<file path="src/rtl/gsh_brinfo_queue_if.sv">
// Branch-info queue bundle: fetch allocation, execute resolution and gshare update/repair signals.
// alloc: a transfer happens on a cycle where i_alloc_valid & o_alloc_ready are both high; o_alloc_tag is meaningful only then.
interface gsh_brinfo_queue_if #(
    parameter int IDX_W = 10,
    parameter int TAG_W = 3
);
    logic             i_alloc_valid;
    logic             o_alloc_ready;
    logic [IDX_W-1:0] i_alloc_idx;
    logic [IDX_W-1:0] i_alloc_ghr;
    logic             i_alloc_pred;
    logic [TAG_W-1:0] o_alloc_tag;
    logic             i_resolve_valid;
    logic [TAG_W-1:0] i_resolve_tag;
    logic             i_resolve_taken;
    logic             o_pht_wr_en;
    logic [IDX_W-1:0] o_pht_wr_addr;
    logic             o_jmpcond;
    logic             o_ghr_restore_en;
    logic [IDX_W-1:0] o_ghr_restore;

    modport slave (
        input  i_alloc_valid, i_alloc_idx, i_alloc_ghr, i_alloc_pred,
        input  i_resolve_valid, i_resolve_tag, i_resolve_taken,
        output o_alloc_ready, o_alloc_tag,
        output o_pht_wr_en, o_pht_wr_addr, o_jmpcond, o_ghr_restore_en, o_ghr_restore
    );

    modport master (
        output i_alloc_valid, i_alloc_idx, i_alloc_ghr, i_alloc_pred,
        output i_resolve_valid, i_resolve_tag, i_resolve_taken,
        input  o_alloc_ready, o_alloc_tag,
        input  o_pht_wr_en, o_pht_wr_addr, o_jmpcond, o_ghr_restore_en, o_ghr_restore
    );
endinterface

</file>
<file path="src/rtl/gsh_brinfo_queue.sv">
// In-order retire queue for gshare branches: records prediction state at fetch, takes out-of-order
// resolutions, emits one PHT update per retired branch and a GHR repair on mispredict.
module gsh_brinfo_queue #(
    parameter int IDX_W = 10,
    parameter int DEPTH = 8,
    parameter int TAG_W = 3
) (
    input  logic              clk,
    input  logic              rst,
    input  logic              i_flush,
    gsh_brinfo_queue_if.slave bq,
    output logic [TAG_W:0]    o_count
);
    logic [TAG_W-1:0] head_q, head_d, tail_q, tail_d;
    logic [TAG_W:0]   count_q, count_d;
    logic [DEPTH-1:0] valid_q, valid_d, resolved_q, resolved_d;

    logic [IDX_W-1:0] idx_mem [DEPTH];
    logic [IDX_W-2:0] ghr_mem [DEPTH];
    logic [DEPTH-1:0] pred_mem, taken_mem;

    logic             pht_wr_en_q, pht_wr_en_d;
    logic [IDX_W-1:0] pht_wr_addr_q, pht_wr_addr_d;
    logic             jmpcond_q, jmpcond_d;
    logic             ghr_restore_en_q, ghr_restore_en_d;
    logic [IDX_W-1:0] ghr_restore_q, ghr_restore_d;

    logic             full, res_ok, mispredict_now, alloc_fire, retire;
    logic [TAG_W-1:0] tag_age;

    assign full           = (count_q == (TAG_W+1)'(DEPTH));
    assign res_ok         = bq.i_resolve_valid & valid_q[bq.i_resolve_tag] & ~resolved_q[bq.i_resolve_tag];
    assign mispredict_now = res_ok & (bq.i_resolve_taken != pred_mem[bq.i_resolve_tag]);
    assign bq.o_alloc_ready = ~full & ~i_flush & ~mispredict_now;
    assign alloc_fire     = bq.i_alloc_valid & bq.o_alloc_ready;
    // Retire decision uses start-of-cycle state, so a same-cycle resolve of the head waits one cycle.
    assign retire         = valid_q[head_q] & resolved_q[head_q] & ~i_flush;
    assign tag_age        = bq.i_resolve_tag - head_q;

    always_comb begin
        logic [TAG_W-1:0] age_i;
        age_i            = '0;
        head_d           = head_q;
        tail_d           = tail_q;
        count_d          = count_q;
        valid_d          = valid_q;
        resolved_d       = resolved_q;
        pht_wr_en_d      = 1'b0;
        pht_wr_addr_d    = pht_wr_addr_q;
        jmpcond_d        = jmpcond_q;
        ghr_restore_en_d = 1'b0;
        ghr_restore_d    = ghr_restore_q;
        if (i_flush) begin
            head_d     = '0;
            tail_d     = '0;
            count_d    = '0;
            valid_d    = '0;
            resolved_d = '0;
        end else begin
            if (retire) begin
                pht_wr_en_d        = 1'b1;
                pht_wr_addr_d      = idx_mem[head_q];
                jmpcond_d          = taken_mem[head_q];
                valid_d[head_q]    = 1'b0;
                resolved_d[head_q] = 1'b0;
                head_d             = head_q + 1'b1;
            end
            if (res_ok) begin
                resolved_d[bq.i_resolve_tag] = 1'b1;
            end
            if (mispredict_now) begin
                ghr_restore_en_d = 1'b1;
                ghr_restore_d    = {ghr_mem[bq.i_resolve_tag], bq.i_resolve_taken};
                // Squash everything younger than the mispredicted branch (age measured from head).
                for (int i = 0; i < DEPTH; i++) begin
                    age_i = TAG_W'(i) - head_q;
                    if (age_i > tag_age) begin
                        valid_d[i]    = 1'b0;
                        resolved_d[i] = 1'b0;
                    end
                end
                tail_d  = bq.i_resolve_tag + 1'b1;
                count_d = {1'b0, tag_age} + (TAG_W+1)'(1) - {{TAG_W{1'b0}}, retire};
            end else begin
                if (alloc_fire) begin
                    valid_d[tail_q]    = 1'b1;
                    resolved_d[tail_q] = 1'b0;
                    tail_d             = tail_q + 1'b1;
                end
                count_d = count_q + {{TAG_W{1'b0}}, alloc_fire} - {{TAG_W{1'b0}}, retire};
            end
        end
    end

    always_ff @(posedge clk or posedge rst) begin
        if (rst) begin
            head_q           <= '0;
            tail_q           <= '0;
            count_q          <= '0;
            valid_q          <= '0;
            resolved_q       <= '0;
            pht_wr_en_q      <= 1'b0;
            pht_wr_addr_q    <= '0;
            jmpcond_q        <= 1'b0;
            ghr_restore_en_q <= 1'b0;
            ghr_restore_q    <= '0;
        end else begin
            head_q           <= head_d;
            tail_q           <= tail_d;
            count_q          <= count_d;
            valid_q          <= valid_d;
            resolved_q       <= resolved_d;
            pht_wr_en_q      <= pht_wr_en_d;
            pht_wr_addr_q    <= pht_wr_addr_d;
            jmpcond_q        <= jmpcond_d;
            ghr_restore_en_q <= ghr_restore_en_d;
            ghr_restore_q    <= ghr_restore_d;
        end
    end

    // Payload is qualified by valid/resolved bits, so it carries no reset.
    always_ff @(posedge clk) begin
        if (alloc_fire) begin
            idx_mem[tail_q]  <= bq.i_alloc_idx;
            ghr_mem[tail_q]  <= bq.i_alloc_ghr[IDX_W-2:0];
            pred_mem[tail_q] <= bq.i_alloc_pred;
        end
        if (res_ok && !i_flush) begin
            taken_mem[bq.i_resolve_tag] <= bq.i_resolve_taken;
        end
    end

    assign bq.o_alloc_tag      = tail_q;
    assign bq.o_pht_wr_en      = pht_wr_en_q;
    assign bq.o_pht_wr_addr    = pht_wr_addr_q;
    assign bq.o_jmpcond        = jmpcond_q;
    assign bq.o_ghr_restore_en = ghr_restore_en_q;
    assign bq.o_ghr_restore    = ghr_restore_q;
    assign o_count             = count_q;
endmodule
</file>
<file path="src/flat_wrapper.sv">
// flat-port wrapper written by rule: the top's interface ports become plain ports
module gsh_brinfo_queue_flat 
#(
    parameter int IDX_W = 10,
    parameter int DEPTH = 8,
    parameter int TAG_W = 3
)
  (clk, rst, i_flush, o_count, bq_i_alloc_valid, bq_i_alloc_idx, bq_i_alloc_ghr, bq_i_alloc_pred, bq_i_resolve_valid, bq_i_resolve_tag, bq_i_resolve_taken, bq_o_alloc_ready, bq_o_alloc_tag, bq_o_pht_wr_en, bq_o_pht_wr_addr, bq_o_jmpcond, bq_o_ghr_restore_en, bq_o_ghr_restore);
  gsh_brinfo_queue_if #(.IDX_W(IDX_W), .TAG_W(TAG_W)) bq_i ();
  input  logic clk;
  input  logic rst;
  input  logic i_flush;
  output logic [TAG_W:0] o_count;
  input wire logic [$bits(bq_i.i_alloc_valid)-1:0] bq_i_alloc_valid;
  input wire logic [$bits(bq_i.i_alloc_idx)-1:0] bq_i_alloc_idx;
  input wire logic [$bits(bq_i.i_alloc_ghr)-1:0] bq_i_alloc_ghr;
  input wire logic [$bits(bq_i.i_alloc_pred)-1:0] bq_i_alloc_pred;
  input wire logic [$bits(bq_i.i_resolve_valid)-1:0] bq_i_resolve_valid;
  input wire logic [$bits(bq_i.i_resolve_tag)-1:0] bq_i_resolve_tag;
  input wire logic [$bits(bq_i.i_resolve_taken)-1:0] bq_i_resolve_taken;
  output wire logic [$bits(bq_i.o_alloc_ready)-1:0] bq_o_alloc_ready;
  output wire logic [$bits(bq_i.o_alloc_tag)-1:0] bq_o_alloc_tag;
  output wire logic [$bits(bq_i.o_pht_wr_en)-1:0] bq_o_pht_wr_en;
  output wire logic [$bits(bq_i.o_pht_wr_addr)-1:0] bq_o_pht_wr_addr;
  output wire logic [$bits(bq_i.o_jmpcond)-1:0] bq_o_jmpcond;
  output wire logic [$bits(bq_i.o_ghr_restore_en)-1:0] bq_o_ghr_restore_en;
  output wire logic [$bits(bq_i.o_ghr_restore)-1:0] bq_o_ghr_restore;
  assign bq_i.i_alloc_valid = bq_i_alloc_valid;
  assign bq_i.i_alloc_idx = bq_i_alloc_idx;
  assign bq_i.i_alloc_ghr = bq_i_alloc_ghr;
  assign bq_i.i_alloc_pred = bq_i_alloc_pred;
  assign bq_i.i_resolve_valid = bq_i_resolve_valid;
  assign bq_i.i_resolve_tag = bq_i_resolve_tag;
  assign bq_i.i_resolve_taken = bq_i_resolve_taken;
  assign bq_o_alloc_ready = bq_i.o_alloc_ready;
  assign bq_o_alloc_tag = bq_i.o_alloc_tag;
  assign bq_o_pht_wr_en = bq_i.o_pht_wr_en;
  assign bq_o_pht_wr_addr = bq_i.o_pht_wr_addr;
  assign bq_o_jmpcond = bq_i.o_jmpcond;
  assign bq_o_ghr_restore_en = bq_i.o_ghr_restore_en;
  assign bq_o_ghr_restore = bq_i.o_ghr_restore;
  gsh_brinfo_queue #(.IDX_W(IDX_W), .DEPTH(DEPTH), .TAG_W(TAG_W)) u_core (.clk(clk), .rst(rst), .i_flush(i_flush), .bq(bq_i), .o_count(o_count));
endmodule
</file>
<file path="config.mk">
export PLATFORM = sky130hd
export DESIGN_NAME = gsh_brinfo_queue_flat
export DESIGN_NICKNAME = d
export VERILOG_FILES = /design/src/rtl/gsh_brinfo_queue_if.sv /design/src/rtl/gsh_brinfo_queue.sv /design/src/flat_wrapper.sv
export SDC_FILE = /design/constraint.sdc
export NUM_CORES = 1
export LEC_CHECK = 0
export ABC_AREA = 1
export BUFFER_PORTS_ARGS = -buffer_cell sky130_fd_sc_hd__clkbuf_2
export CELL_PAD_IN_SITES_DETAIL_PLACEMENT = 0
export CELL_PAD_IN_SITES_GLOBAL_PLACEMENT = 1
export CORE_ASPECT_RATIO = 0.5
export CORE_UTILIZATION = 35
export DETAILED_ROUTE_END_ITERATION = 10
export PLACE_DENSITY = 0.62
export SLEW_MARGIN = 5
export SYNTH_ARGS = -nofsm -noshare
export SYNTH_HDL_FRONTEND = slang
export SYNTH_SLANG_ARGS = --single-unit
</file>
<file path="constraint.sdc">
create_clock -name clk -period 4.5 [get_ports clk]
set_input_delay 0.675 -clock clk [delete_from_list [all_inputs] [get_ports clk]]
set_output_delay 0.675 -clock clk [all_outputs]
set_load 0.01 [all_outputs]
</file>
# ---- Word-level counts from Yosys, hierarchy flattened
# Memories as Yosys holds them, arrays and structs flattened. A register that Yosys moved wholly into a read port is not among the register bits.
# Index checks and enable logic that the tools add are counted.
dict set report word_totals {
  ff_bits 55
  latch_bits 0
  ramBits 152
  rom_bits 0
  in_bits 30
  out_inout_bits 31
  word_cells 134
  memories 2
}
dict set report classes {
  addsub 16
  mul 0
  div 0
  order_cmp 14
  eq_ne 2
  shifts 0
  mux 61
  bitwise 19
  n_reduce_logical 9
}
# name words word_bits rd rd_clocked_by_memory_dff wr line_no
set mem_list {}
lappend mem_list {u_core.idx_mem 8 10 1 1 1 gsh_brinfo_queue.sv:18} ;# logic [IDX_W-1:0] idx_mem [DEPTH];
lappend mem_list {u_core.ghr_mem 8 9 1 1 1 gsh_brinfo_queue.sv:19} ;# logic [IDX_W-2:0] ghr_mem [DEPTH];
# op n
set ops {}
lappend ops {{8-bit 2-to-1 mux} 12}
lappend ops {{1-bit 2-to-1 mux} 31}
lappend ops {{8-bit bitwise AND} 3}
lappend ops {{3-bit > comparator} 8}
lappend ops {{1-bit binary-select mux with 3-bit select} 6}
lappend ops {{8-bit bitwise mux} 2}
lappend ops {{8-bit NOT} 2}
lappend ops {{8-bit bitwise OR} 2}
lappend ops {{3-bit 2-to-1 mux} 5}
lappend ops {{3-bit by 4-bit less-than comparator with 1-bit output, second input constant} 3}
lappend ops {{3-bit subtractor, first input constant} 4}
lappend ops {{3-bit by 1-bit adder with 3-bit output, second input constant} 3}
lappend ops {{1-bit demux with 3-bit select} 3}
lappend ops {{3-bit by 1-bit greater-or-equal comparator with 1-bit output, second input constant} 3}
lappend ops {{1-bit bitwise AND} 8}
lappend ops {{4-bit 2-to-1 mux} 2}
lappend ops {{4-bit by 1-bit subtractor with 4-bit output} 2}
lappend ops {{1-bit by 3-bit subtractor with 3-bit output, first input constant} 2}
lappend ops {{2-bit by 3-bit subtractor with 3-bit output, first input constant} 2}
lappend ops {{3-bit by 1-bit adder with 4-bit output, second input constant} 1}
lappend ops {{4-bit by 1-bit adder with 4-bit output} 1}
lappend ops {{4-bit equality test, second input constant} 1}
lappend ops {{1-bit logical AND} 4}
lappend ops {{1-bit NOT} 4}
lappend ops {{6 further kinds} 7}

# ---- Depth between registers and ports, before layout
# Gate-level depths: netlist of the first run.
dict set report depth {
  word_depth 15
  mapped_depth 20
  depth_no_buf 18
}

# ---- Least setup slack after synthesis of the first run
# No wires, ideal clock.
dict set report synth_path {
  path_kind {input -> register}
  startpoint {input port bq_i_resolve_tag[0]}
  endpoint {register u_core.resolved_q[6]}
  setup_ps 146
  t_arrival_ps 2725
  required_time_ps 4354
  setup_slack_ps 1630
  stages 12
  n_path_buf 2
  path_cell_list {buf_6 inv_4 buf_6 ha_1 inv_1 fa_1 xnor2_1 ha_1 o21bai_1 nand3_1 nand3_1 nor2_1}
}
dict set report synth_between {
  elab_chain_len 11
  elab_cells_between_ends 29
  classes_between {1 x add/sub; 3 x order compare; 1 x eq/ne; 14 x mux; 9 x bitwise; 1 x reduce/logical}
}
# element line_no
set synth_rtl {}
lappend synth_rtl {{start, declared} flat_wrapper.sv:19} ;# input wire logic [$bits(bq_i.i_resolve_tag)-1:0] bq_i_resolve_tag;
lappend synth_rtl {{3-bit by 4-bit less-than comparator with 1-bit output (not written as such), or another cell as far along} gsh_brinfo_queue.sv:69} ;# resolved_d[bq.i_resolve_tag] = 1'b1;
lappend synth_rtl {{1-bit logical AND (not written as such) or 1-bit 2-to-1 mux (tied branches)} {gsh_brinfo_queue.sv:69, gsh_brinfo_queue.sv:32}}
lappend synth_rtl {{1-bit 2-to-1 mux (not written as such), or another cell as far along} gsh_brinfo_queue.sv:69}
lappend synth_rtl {{1-bit demux with 3-bit select or 1-bit bitwise AND (tied branches)} -}
lappend synth_rtl {{8-bit bitwise OR (no source line) or 1-bit bitwise AND (tied branches)} -}
lappend synth_rtl {{8-bit 2-to-1 mux or 1-bit NOT (tied branches)} {gsh_brinfo_queue.sv:68, gsh_brinfo_queue.sv:34}}
lappend synth_rtl {{8-bit 2-to-1 mux or 1-bit bitwise AND (tied branches)} {gsh_brinfo_queue.sv:53, gsh_brinfo_queue.sv:34}}
lappend synth_rtl {{8-bit bitwise AND (no source line) or 1-bit bitwise AND (tied branches)} -}
lappend synth_rtl {{8-bit 2-to-1 mux} gsh_brinfo_queue.sv:85} ;# if (alloc_fire) begin
lappend synth_rtl {{8-bit 2-to-1 mux (*)} gsh_brinfo_queue.sv:71} ;# if (mispredict_now) begin
lappend synth_rtl {{8-bit 2-to-1 mux (*)} gsh_brinfo_queue.sv:53} ;# if (i_flush) begin
lappend synth_rtl {{named net u_core.resolved_d[6]} gsh_brinfo_queue.sv:16} ;# logic [DEPTH-1:0] valid_q, valid_d, resolved_q, resolved_d;
lappend synth_rtl {{end signal, assigned} gsh_brinfo_queue.sv:112} ;# resolved_q <= resolved_d;
lappend synth_rtl {{end, declared} gsh_brinfo_queue.sv:16}
# Mark *: on every way through the listed nets, which the timed path passes. The rest lies on a longest branch. The select of a mux whose other input is x is not followed.
# A chain may end at the register's enable or synchronous reset.

# ---- Worst setup path in the final report of the first run
dict set report layout_path {
  startpoint {input port bq_i_resolve_tag[0]}
  endpoint {output port bq_o_alloc_ready}
}
dict set report layout_between {
  elab_chain_len 7
  elab_cells_between_ends 13
  classes_between {1 x eq/ne; 6 x mux; 6 x bitwise}
}
# element line_no
set layout_rtl {}
lappend layout_rtl {{1-bit binary-select mux with 3-bit select} gsh_brinfo_queue.sv:32} ;# assign res_ok = bq.i_resolve_valid & valid_q[bq.i_resolve_tag] & ~resolved_q[bq.i_resolve_tag];
lappend layout_rtl {{1-bit 2-to-1 mux (not written as such)} gsh_brinfo_queue.sv:32}
lappend layout_rtl {{1-bit bitwise AND or 1-bit NOT (tied branches)} gsh_brinfo_queue.sv:32}
lappend layout_rtl {{1-bit bitwise AND} gsh_brinfo_queue.sv:32}
lappend layout_rtl {{1-bit bitwise AND (*)} gsh_brinfo_queue.sv:33} ;# assign mispredict_now = res_ok & (bq.i_resolve_taken != pred_mem[bq.i_resolve_tag]);
lappend layout_rtl {{1-bit NOT (*)} gsh_brinfo_queue.sv:34} ;# assign bq.o_alloc_ready = ~full & ~i_flush & ~mispredict_now;
lappend layout_rtl {{1-bit bitwise AND (*)} gsh_brinfo_queue.sv:34}
lappend layout_rtl {{end, declared} flat_wrapper.sv:21} ;# output wire logic [$bits(bq_i.o_alloc_ready)-1:0] bq_o_alloc_ready;
# Every way passes the cells marked *; elsewhere a longest branch is shown, timed or not. The select of a mux whose other input is x is not followed.

==> metrics.txt, run 1 <==
die height 119.5 um; CP Max Fanout 17; post-cts hold buffer count 0; Core Rows 42; most common cell after layout, fill and taps aside nand2_1; Root Buffer clkbuf_16; drt pass-1 iters 5; vias in the first global route 6374; Pwr per Cell Area between 400 and 500 nW/um^2; Post-Route WL 24980 um; leakage power 0.004511 uW; core footprint 26800 sq um; Worst Setup SP bq_i_resolve_tag[0]; final-report max-slew violation count 0; ant diodes 0; clock slew at reported path FFs 0.06 ns; layout net count 1010; Combinational Power Share 8.8%; hold_ws 0.3519 ns; total number of vias between 6k and 7k; antenna violations before repair 0; largest net degree at the start of global routing 51; CP arrival 2.59 ns; Placer Congestion 0.8096; level count of the clock H-tree 1; Setup TNS 0 ns; switching part of the total a little under a quarter; synth top area cells edfxtp_1 (52%), dfrtp_1 (13%), nand2_1 (7.7%); dpl ws 0.8906 ns; Net Switching 1117 uW; Placed Area 10340 sq um; Clk pwr share 42.4%; final core occ 41.62%; Flop pwr share 48.8%; setup ws final 1.238 ns; cell area after layout approximately 11000 sq um; later-pin clock latency in the skew report around 0.52 ns; Worst setup SP type input port; initial DRC count between 400 and 500; dpl hpwl 15220 um; Hold Crit Class input port to async pin; share of layout cells above drive strength 1 13.90%; synthesized flop and latch total ~220; Final ANT Viol Nets 0; register area share after synthesis 64.90%; die width 237.0 um; internal power 3657 uW; syn_nets 944; vias per cell between 5 and 6; Syn Area/Cell between 10 and 15 sq um; GRT Resource Usage Total 18.03%; Post-Syn Instances just under 900; # Post-CTS Setup Buffers 0; clock buffer depth 3; Worst-Margin Slew 0.7956 ns; TritonCTS clock tree done; IO Port Bufs just under 60; Post-Syn Area 9663 sq um; DRC 0; post-CTS resize count 0; TritonCTS buffer count 22; Netlist cell types 42; Sink Count approximately 220; initial core utilization 36.06%; Worst Path Required 3.83 ns; Fin. Hold Viols 0; share of async-settable or async-resettable flops after synthesis a little under a quarter; outcome completed; final setup fails 0; crit path time final about 3.3 ns; Die ar. 28320 sq um; worst reg2reg path startpoint u_core.head_q[1]; commonest non-fill, non-tap cells in the layout nand2_1 (199), edfxtp_1 (168), nor2_1 (87); element type at the critical path end primary output; I/O pin count 61; fmax 306.6 MHz; first-pass GRT wire length 38580 um; kind of critical path input port to primary output; clock skew 0.02151 ns; Slew Limit Headroom a little under half; Syn-to-layout area delta 15.43%; Main synth FF type edfxtp_1; fillcell total 2610; area fraction of the dominant cell type after synthesis between 50% and 60%; GRT overflow 0; period utilisation layout 72.49%; post-synth top area cell edfxtp_1; Max rail drop VDD between 0.2 and 0.25 mV; Maximum Capacitance Violations 0; RSZ-0062 raised after global routing false; Post-synth EDFFs 168; Warnings, synthesis 0; area of the multi-input gates 2923 sq um; Routed wire per std cell 18.98 um; Seq. cell area ~6300 sq um
-- layout make-up --
class	count	share of cell area, %
flip-flops and latches	217	56.22
well taps	352	3.948
clock buffers	27	5.283
repair buffers	77	3.859
clock inverters	13	1.985
multi-input cells	558	26.20
inverters	72	2.501
-- power groups by stage --
| stage | clock network, uW | logic [uW] | registers [uW] |
|---|---|---|---|
| detailed placement | 0 | 427 | 2370 |
| floorplan | 0 | 232 | 2390 |
| finish | 2020 | 420 | 2330 |
| global route | 2140 | 475 | 2340 |
| CTS | 2070 | 429 | 2330 |
| global placement | 0 | 423 | 2370 |
-- registers in the layout (all words and copies together) (netlist names) --
| name | flops |
|---|---|
| u_core.bq.o_alloc_tag | 3 |
| u_core.bq.o_ghr_restore | 10 |
| u_core.bq.o_ghr_restore_en | 1 |
| u_core.bq.o_jmpcond | 1 |
| u_core.bq.o_pht_wr_addr | 10 |
| u_core.bq.o_pht_wr_en | 1 |
| u_core.ghr_mem | 72 |
| u_core.head_q | 3 |
| u_core.idx_mem | 80 |
| u_core.o_count | 4 |
| u_core.pred_mem | 8 |
| u_core.resolved_q | 8 |
| u_core.taken_mem | 8 |
| u_core.valid_q | 8 |
-- synth_stat cells (3+ instances only) --
cell	instances
o21bai_1	8
xnor2_1	5
o21a_1	13
dfrtp_1	49
a22o_1	4
a21oi_1	16
edfxtp_1	168
a221oi_1	7
buf_4	6
buf_2	5
a22oi_1	4
inv_1	57
nand4_1	15
nor2_1	87
buf_6	4
nand2_1	199
o21ai_0	58
o22ai_1	23
clkbuf_1	20
ha_1	30
nand3_1	62
inv_2	6
clkinv_1	6
nor2_2	3
-- metal layers --
| metal | GRT usage (%) | part of all wire [%] |
|---|---|---|
| met1 | 28.37 | 51 |
| met2 | 26.62 | 43 |
| met3 | 2.093 | 4.5 |
| met4 | 3.612 | 1.5 |
| met5 | 0 | 0 |
-- critical path: stages --
cell      delay (ns)
clkbuf_2        0.30
inv_4           0.29
nand2_1         0.09
nand2_1         0.08
nand2_1         0.05
nand2_1         0.08
nand2_1         0.05
nand2_1         0.07
inv_1           0.06
nor2_4          0.27
nand2_4         0.20
inv_6           0.16
nor3_1          0.06
clkbuf_2        0.14
-- worst paths after layout --
path / end / slack [ns] / cells after the start
max: bq_o_alloc_ready / 1.24 / 14
min: u_core.bq.o_pht_wr_addr[0] / 0.35 / 3
max reg2reg: u_core.o_count[2] / 1.55 / 13
min reg2reg: u_core.bq.o_ghr_restore[9] / 0.48 / 2
max in group asynchronous: u_core.bq.o_ghr_restore[0] / 3.59 / 3
min in group clk: u_core.ghr_mem[0][0] / 0.43 / 1
-- kinds of logic after synthesis --
group                      Yosys count  share of synthesized area, %
adders and majority gates           32                         4.299
AOI/OAI and AO/OA                  142                         8.934
DFF                                217                         64.90
and+or+nand+nor                    378                         16.47
xor gates and xnor gates             6                        0.5438
buffers and inverters              107                         4.856
-- through the flow --
step                      power (uW)  instances
final                           4774       1316
after global routing            4957       1316
after CTS                       4827       1316
after detailed placement        2799       1276
after global placement          2792       1276
after floorplan                 2618        882
Note: power is estimated with default switching activity, not from simulation.
==> inputs of run 2 (changes only) <==
- ABC_AREA: 1 -> 0
- PLACE_DENSITY: 0.62 -> 0.6
- clock period: 4.5 -> 3.3 ns (I/O delays scaled with it)
==> run 2 against run 1 <==
  * Design area up 4.0%
  * Clock power up 23%
  * Synthesized cell count down 25%
  * Via count down 12%
  * Wire length down 3.9%
  * Register-to-register slack worse by 1.0 ns
  * Synthesized area up 1.0%
  * Worst setup slack worse by 1.0 ns
  * Critical path depth down 6
  * Sequential power up 36%
  * Global-route usage down 0.56 points
  * Utilization up 1.5 points
  * Critical path type is now flip-flop to primary output
==> metrics.txt, run 2 <==
first-pass GRT wire length 37450 um (-2.9%); xor-xnor portion of the synthesized cell area 0.9867% (+0.44 points); cell area after layout 11600 sq um (+4.0%); adder-cell share of the synthesized area 4.254% (-0.045 points); multiplexer share of the synthesized area 10.53% (+11 points); clock buffer depth 3 (unchanged); Placer Congestion 0.8241 (+1.8%); internal power 4839 uW (+32%); Post-Route WL 24010 um (-3.9%); Flop pwr share 49.7% (+0.9 points); Pwr Total 6391 uW (+34%); final setup fails 0 (unchanged); later-pin clock latency in the skew report 0.52 ns (about the same); total number of vias 5925 (-12%); core footprint 26910 sq um (+0.39%); GRT Resource Usage Total 17.47% (-0.56 points); IO Port Bufs 59 (unchanged); antenna violations before repair 0 (unchanged); Post-synth EDFFs 168 (unchanged); number of flip-flops in the largest register 80 (unchanged); Slew Limit Headroom 40.45% (-6.5 points); most flop-heavy register u_core.idx_mem; Final ANT Viol Nets 0 (unchanged); DRC 0 (unchanged); Hold Crit Class input port to async pin; Worst-Margin Slew 0.8708 ns (+0.07515 ns); I/O pin count 61 (unchanged); post-cts hold buffer count 0 (unchanged); Routed wire per std cell 20.88 um (+10%); largest net degree at the start of global routing 32 (-37%); Netlist cell types 68 (+62%); Max rail drop VDD 0.3291 mV (+38%); Post-Synth Simple-Gate Area 8.047% (-8.4 points); Post-Syn Instances 661 (-25%); area fraction of the dominant cell type after synthesis 51.67% (-0.54 points); post-CTS resize count 0 (unchanged); clock skew 0.01608 ns (-0.005432 ns); die width 238.2 um (+0.52%); RSZ-0062 raised after global routing false; count leader, synth edfxtp_1; Pwr per Cell Area 550.7 nW/um^2 (+29%); fmax around 320 MHz; Fin. Hold Viols 0 (unchanged); CP arrival 2.61 ns (+0.02 ns); syn_nets 723 (-23%); # Post-CTS Setup Buffers 0 (unchanged); CP Max Fanout 17 (unchanged); GRT overflow 0 (unchanged); kind of critical path flip-flop to primary output; leakage power 0.004223 uW (-6.4%); setup ws final 0.1930 ns (-1.045 ns); synthesized flop and latch total 217 (unchanged); commonest non-fill, non-tap cells in the layout edfxtp_1 (168), clkbuf_2 (59), nand2_1 (49); post-synth top area cell edfxtp_1; crit path time final 3.107 ns; Die ar. 28610 sq um (+1.0%); TritonCTS buffer count 23 (+4.5%); layout net count 821 (-19%); level count of the clock H-tree 1 (unchanged); final-report max-slew violation count 0 (unchanged); Syn-to-layout area delta 18.85%; vias per cell 5.152 (+1.2%); Compound-Gate Fraction of Synth Area 8.854% (-0.080 points); Warnings, synthesis 0 (unchanged); Syn Area/Cell 14.77 sq um (+35%); Worst setup SP type flip-flop; Worst Path Required 2.80 ns (-1.03 ns); switching part of the total 24.27% (+0.88 points); Post-Syn Area 9764 sq um (+1.0%); element type at the critical path end primary output; Combinational Power Share 11.5% (+2.7 points); synth top area cells edfxtp_1 (52%), dfrtp_1 (13%), mux4_2 (6.5%); period utilisation layout 94.15%; Clk pwr share 38.8% (-3.6 points); vias in the first global route 6111 (-4.1%); share of async-settable or async-resettable flops after synthesis 22.58% (unchanged); TritonCTS clock tree done; Regs by FF count u_core.idx_mem x80, u_core.ghr_mem x72; share of layout cells above drive strength 1 27.71% (+14 points); Placed Area 10890 sq um (+5.3%); die height 120.1 um (+0.51%); Root Buffer clkbuf_16; clock slew at reported path FFs 0.06 ns (about the same); Net Switching 1551 uW (+39%); dpl ws 0.002442 ns (-0.8882 ns); dpl hpwl 15700 um (+3.2%); outcome completed; most common cell after layout, fill and taps aside edfxtp_1; Maximum Capacitance Violations 0 (unchanged); initial DRC count 349 (-24%); final core occ 43.13% (+1.5 points); register area share after synthesis 64.22% (-0.67 points); largest family of logic cells by synthesized area multiplexers; Sink Count 217 (unchanged); drt pass-1 iters 4 (-1); ant diodes 0 (unchanged); Core Rows 42 (unchanged); commonest cells in the netlist edfxtp_1 (168), dfrtp_1 (49), nand2_1 (49); Main synth FF type edfxtp_1; initial core utilization 36.29% (+0.24 points)
==> run 2: cell families (layout without fill, tap and decap cells) <==
family | after synthesis | in the layout
and+or+nand+nor | 154 | 154
AOI/OAI and AO/OA | 122 | 122
DFF | 217 | 217
adders and majority gates | 32 | 32
xor gates and xnor gates | 11 | 11
muxes | 62 | 62
buffers and inverters | 63 | 178
==> run 2: area by class of cell <==
type	instances	area, sq um
tap	374	467.9
clock buffer	31	625.6
timing repair buffer	111	798.3
fill	2474	15300
sequential	217	6272
multi-input combinational	381	3257
inverter	25	93.84
clock inverter	11	90.09
==> run 2: power by group through the flow <==
stage | clock [uW] | sequential (uW) | combinational (uW)
4_1_cts | 2530 | 3180 | 748
3_5_place_dp | 0 | 3230 | 743
5_1_grt | 2640 | 3190 | 812
6_report | 2480 | 3180 | 735
3_3_place_gp | 0 | 3230 | 732
2_1_floorplan | 0 | 3250 | 406
==> run 2: worst paths after layout <==
path                                                 start                          to  slack, ns  depth (start not counted)
worst max-delay path                  u_core.resolved_q[6]            bq_o_alloc_ready       0.19                          8
worst min-delay path                                   rst           u_core.o_count[2]       0.13                          2
worst max register to register        u_core.resolved_q[6]    u_core.bq.o_alloc_tag[2]       0.52                         11
worst min register to register  u_core.bq.o_ghr_restore[6]  u_core.bq.o_ghr_restore[6]       0.51                          1
max in group asynchronous                              rst           u_core.valid_q[3]       2.35                          3
min in group clk                         bq_i_alloc_idx[4]        u_core.idx_mem[1][4]       0.26                          1
==> run 2: per-layer routing <==
metal  vias up  GRT usage [%]  part of all wire [%]
met5         -              0                     0
met4         0          3.726                   1.6
met3        29          2.185                   3.0
met2        99          28.30                    47
met1      3041          25.21                    49
li1       2756              -                     -
==> run 2: worst max-delay path, cell delays in order (launching register included) <==
cell and delay, ns:
dfrtp_1 0.44, mux2i_1 0.16, o2bb2ai_1 0.09, a2111o_1 0.46
nor4b_4 0.32, buf_12 0.18, buf_4 0.23, nor3_1 0.07
clkbuf_2 0.13
==> run 2: stage by stage <==
stage,hold slack [ns],cells,TNS (ns)
after detailed placement,0.4978,1108,0
after CTS,0.1464,1150,0
after floorplan,0.4876,661,-1.367
final,0.1255,1150,0
after global routing,0.1784,1150,0
after global placement,0.4970,1108,-0.009521
==> inputs of run 3 (changes only) <==
- CAP_MARGIN: default -> 20
- CORE_MARGIN: default -> 8
==> run 3 against run 2 <==
  * Sequential power about the same
  * Wire length increased by 1.3%
  * Non-clock buffer count decreased by 2
  * Sequential share of layout area decreased by 0.50 points
  * Power increased by 4.6%
  * Final cell count increased by 0.35%
  * Clock skew increased by 0.0088 ns
  * Die area increased by 18%
  * Critical path depth unchanged
  * Critical endpoint unchanged
==> metrics.txt, run 3 (synthesis gave the netlist of run 2 again) <==
total number of vias 5959 (+0.57%); Regs by FF count u_core.idx_mem x80, u_core.ghr_mem x72; initial DRC count 398 (+14%); final setup fails 0 (unchanged); CP Max Fanout 18 (+1); die width 252.2 um (+5.9%); setup ws final 0.1246 ns (-0.06841 ns); crit path time final 3.175 ns (+0.06841 ns); RR Endpoint u_core.o_count[1]; Core Rows 43 (+2.4%); Hold Crit Class input port to flip-flop; Final ANT Viol Nets 0 (unchanged); layout net count 818 (-0.37%); Hold EP u_core.idx_mem[5][2]; Placed Area 10890 sq um (unchanged); DRC 0 (unchanged); ant diodes 0 (unchanged); slowest stage delay, CP 0.46 ns (about the same); cell area after layout 11710 sq um (+0.93%); switching part of the total 23.37% (-0.91 points); Sink Count 217 (unchanged); share of layout cells above drive strength 1 27.72% (about the same); delay-heaviest family, CP buffers and inverters; reg2reg setup slack 0.44 ns (-0.08 ns); kind of critical path flip-flop to primary output; Max rail drop VDD 0.2566 mV (-22%); vias in the first global route 6076 (-0.57%); most flop-heavy register u_core.idx_mem; Worst-Margin Slew 0.5884 ns (-0.2824 ns); depth of the worst hold-timing path 1; CP bufs+invs 3 (unchanged); worst-path cell chain mux2i_1, o2bb2ai_1, a2111o_1, nor4b_4, buf_12, buf_4, nor3_1, clkbuf_2; GRT overflow 0 (unchanged); IO Port Bufs 59 (unchanged); most common cell after layout, fill and taps aside edfxtp_1; Syn-to-layout area delta 19.95%; internal power 5123 uW (+5.9%); clock skew 0.02490 ns (+0.008828 ns); largest net degree at the start of global routing 32 (unchanged); fillcell total 2523 (+2.0%); Worst Path Required 2.80 ns (about the same); Root Buffer clkbuf_16; critical path's slowest cell a2111o_1; final-report max-slew violation count 0 (unchanged); Routed wire per std cell 21.08 um (+0.96%); outcome completed; antenna violations before repair 1 (+1); dpl hpwl 15910 um (+1.3%); Net Switching 1562 uW (+0.70%); dpl ws 0.1115 ns (+0.1091 ns); Placer Congestion 0.7875 (-4.4%); core footprint 27550 sq um (+2.4%); Fin. Hold Viols 0 (unchanged); number of flip-flops in the largest register 80 (unchanged); Maximum Capacitance Violations 0 (unchanged); TritonCTS buffer count 22 (-4.3%); Reg2Reg Depth 10 (-1); initial core utilization 35.45% (-0.84 points); fmax 314.9 MHz (-2.2%); Clk pwr share 41.4% (+2.6 points); first-pass GRT wire length 37750 um (+0.81%); vias per cell 5.164 (+0.23%); clock buffer depth 3 (unchanged); leakage power 0.004258 uW (+0.81%); post-cts hold buffer count 1 (+1); drt pass-1 iters 4 (unchanged); clock slew at reported path FFs 0.07 ns (about the same); post-CTS resize count 0 (unchanged); commonest non-fill, non-tap cells in the layout edfxtp_1 (168), clkbuf_2 (59), nand2_1 (49); die height 134.1 um (+12%); # Post-CTS Setup Buffers 0 (unchanged); Worst setup SP type flip-flop; RSZ-0062 raised after global routing false; Slew Limit Headroom 60.77% (+20 points); worst reg2reg path startpoint u_core.head_q[1]; final core occ 42.52% (-0.61 points); period utilisation layout 96.22% (+2.1 points); level count of the clock H-tree 1 (unchanged); GRT Resource Usage Total 14.35% (-3.1 points); Die ar. 33820 sq um (+18%); later-pin clock latency in the skew report 0.53 ns (about the same); Combinational Power Share 11.1% (-0.4 points); Post-Route WL 24330 um (+1.3%); element type at the critical path end primary output; I/O pin count 61 (unchanged); HP Start bq_i_alloc_idx[2]; TritonCTS clock tree done; hold_ws 0.2415 ns (+0.1161 ns); Flop pwr share 47.5% (-2.2 points); Pwr per Cell Area 570.7 nW/um^2 (+3.6%); CP arrival 2.68 ns (+0.07 ns)
## run 3: cell count changes in the layout (fill, tap and decap cells not counted), moves of 2 or more
cell / change
clkbuf_1: -2
clkinv_2: -3
clkinv_1: -2
bufinv_16: +4
buf_4: -4
## run 3: metrics by stage
step	power (uW)	TNS, ns	instances
after CTS	6749	0	1154
after floorplan	3656	-1.367	661
after global routing	6926	0	1154
final	6685	0	1154
after global placement	3965	0	1113
after detailed placement	3981	0	1113
## run 3: worst max-delay path by stage
stage	from	endpoint	slack, ns	depth (start not counted)
floorplan	bq_i_resolve_tag[0]	u_core.ghr_mem[6][0]	-0.06	6
global placement	bq_i_resolve_tag[1]	u_core.o_count[2]	0.14	12
detailed placement	bq_i_resolve_tag[1]	u_core.bq.o_alloc_tag[2]	0.11	12
CTS	u_core.resolved_q[6]	bq_o_alloc_ready	0.11	8
global route	u_core.resolved_q[6]	bq_o_alloc_ready	0.02	8
finish	u_core.resolved_q[6]	bq_o_alloc_ready	0.12	8
## run 3: metal layers
layer	wire [um]	vias to the layer above	global-route usage [%]	share of wire, %
li1	-	2743	-	-
met1	11480	3072	19.99	47
met2	11360	104	23.08	47
met3	929	38	2.394	3.8
met4	548	2	3.808	2.3
met5	11	-	0	0.045
## run 3: cell type report
class / count / area (sq um) / area share [%]
Tap cell: 382 / 478.0 / 4.081
Inverter: 25 / 93.84 / 0.8012
Timing Repair Buffer: 109 / 798.3 / 6.816
Clock inverter: 11 / 206.4 / 1.763
Multi-Input combinational cell: 381 / 3257 / 27.81
Clock buffer: 29 / 606.8 / 5.181
Sequential cell: 217 / 6272 / 53.55
## run 3: power groups by stage
| stage | Combinational (uW) | Sequential [uW] | Clock, uW |
|---|---|---|---|
| after global placement | 740 | 3230 | 0 |
| after CTS | 754 | 3180 | 2820 |
| after detailed placement | 747 | 3230 | 0 |
| after global routing | 812 | 3190 | 2920 |
| final | 740 | 3170 | 2770 |
| after floorplan | 406 | 3250 | 0 |
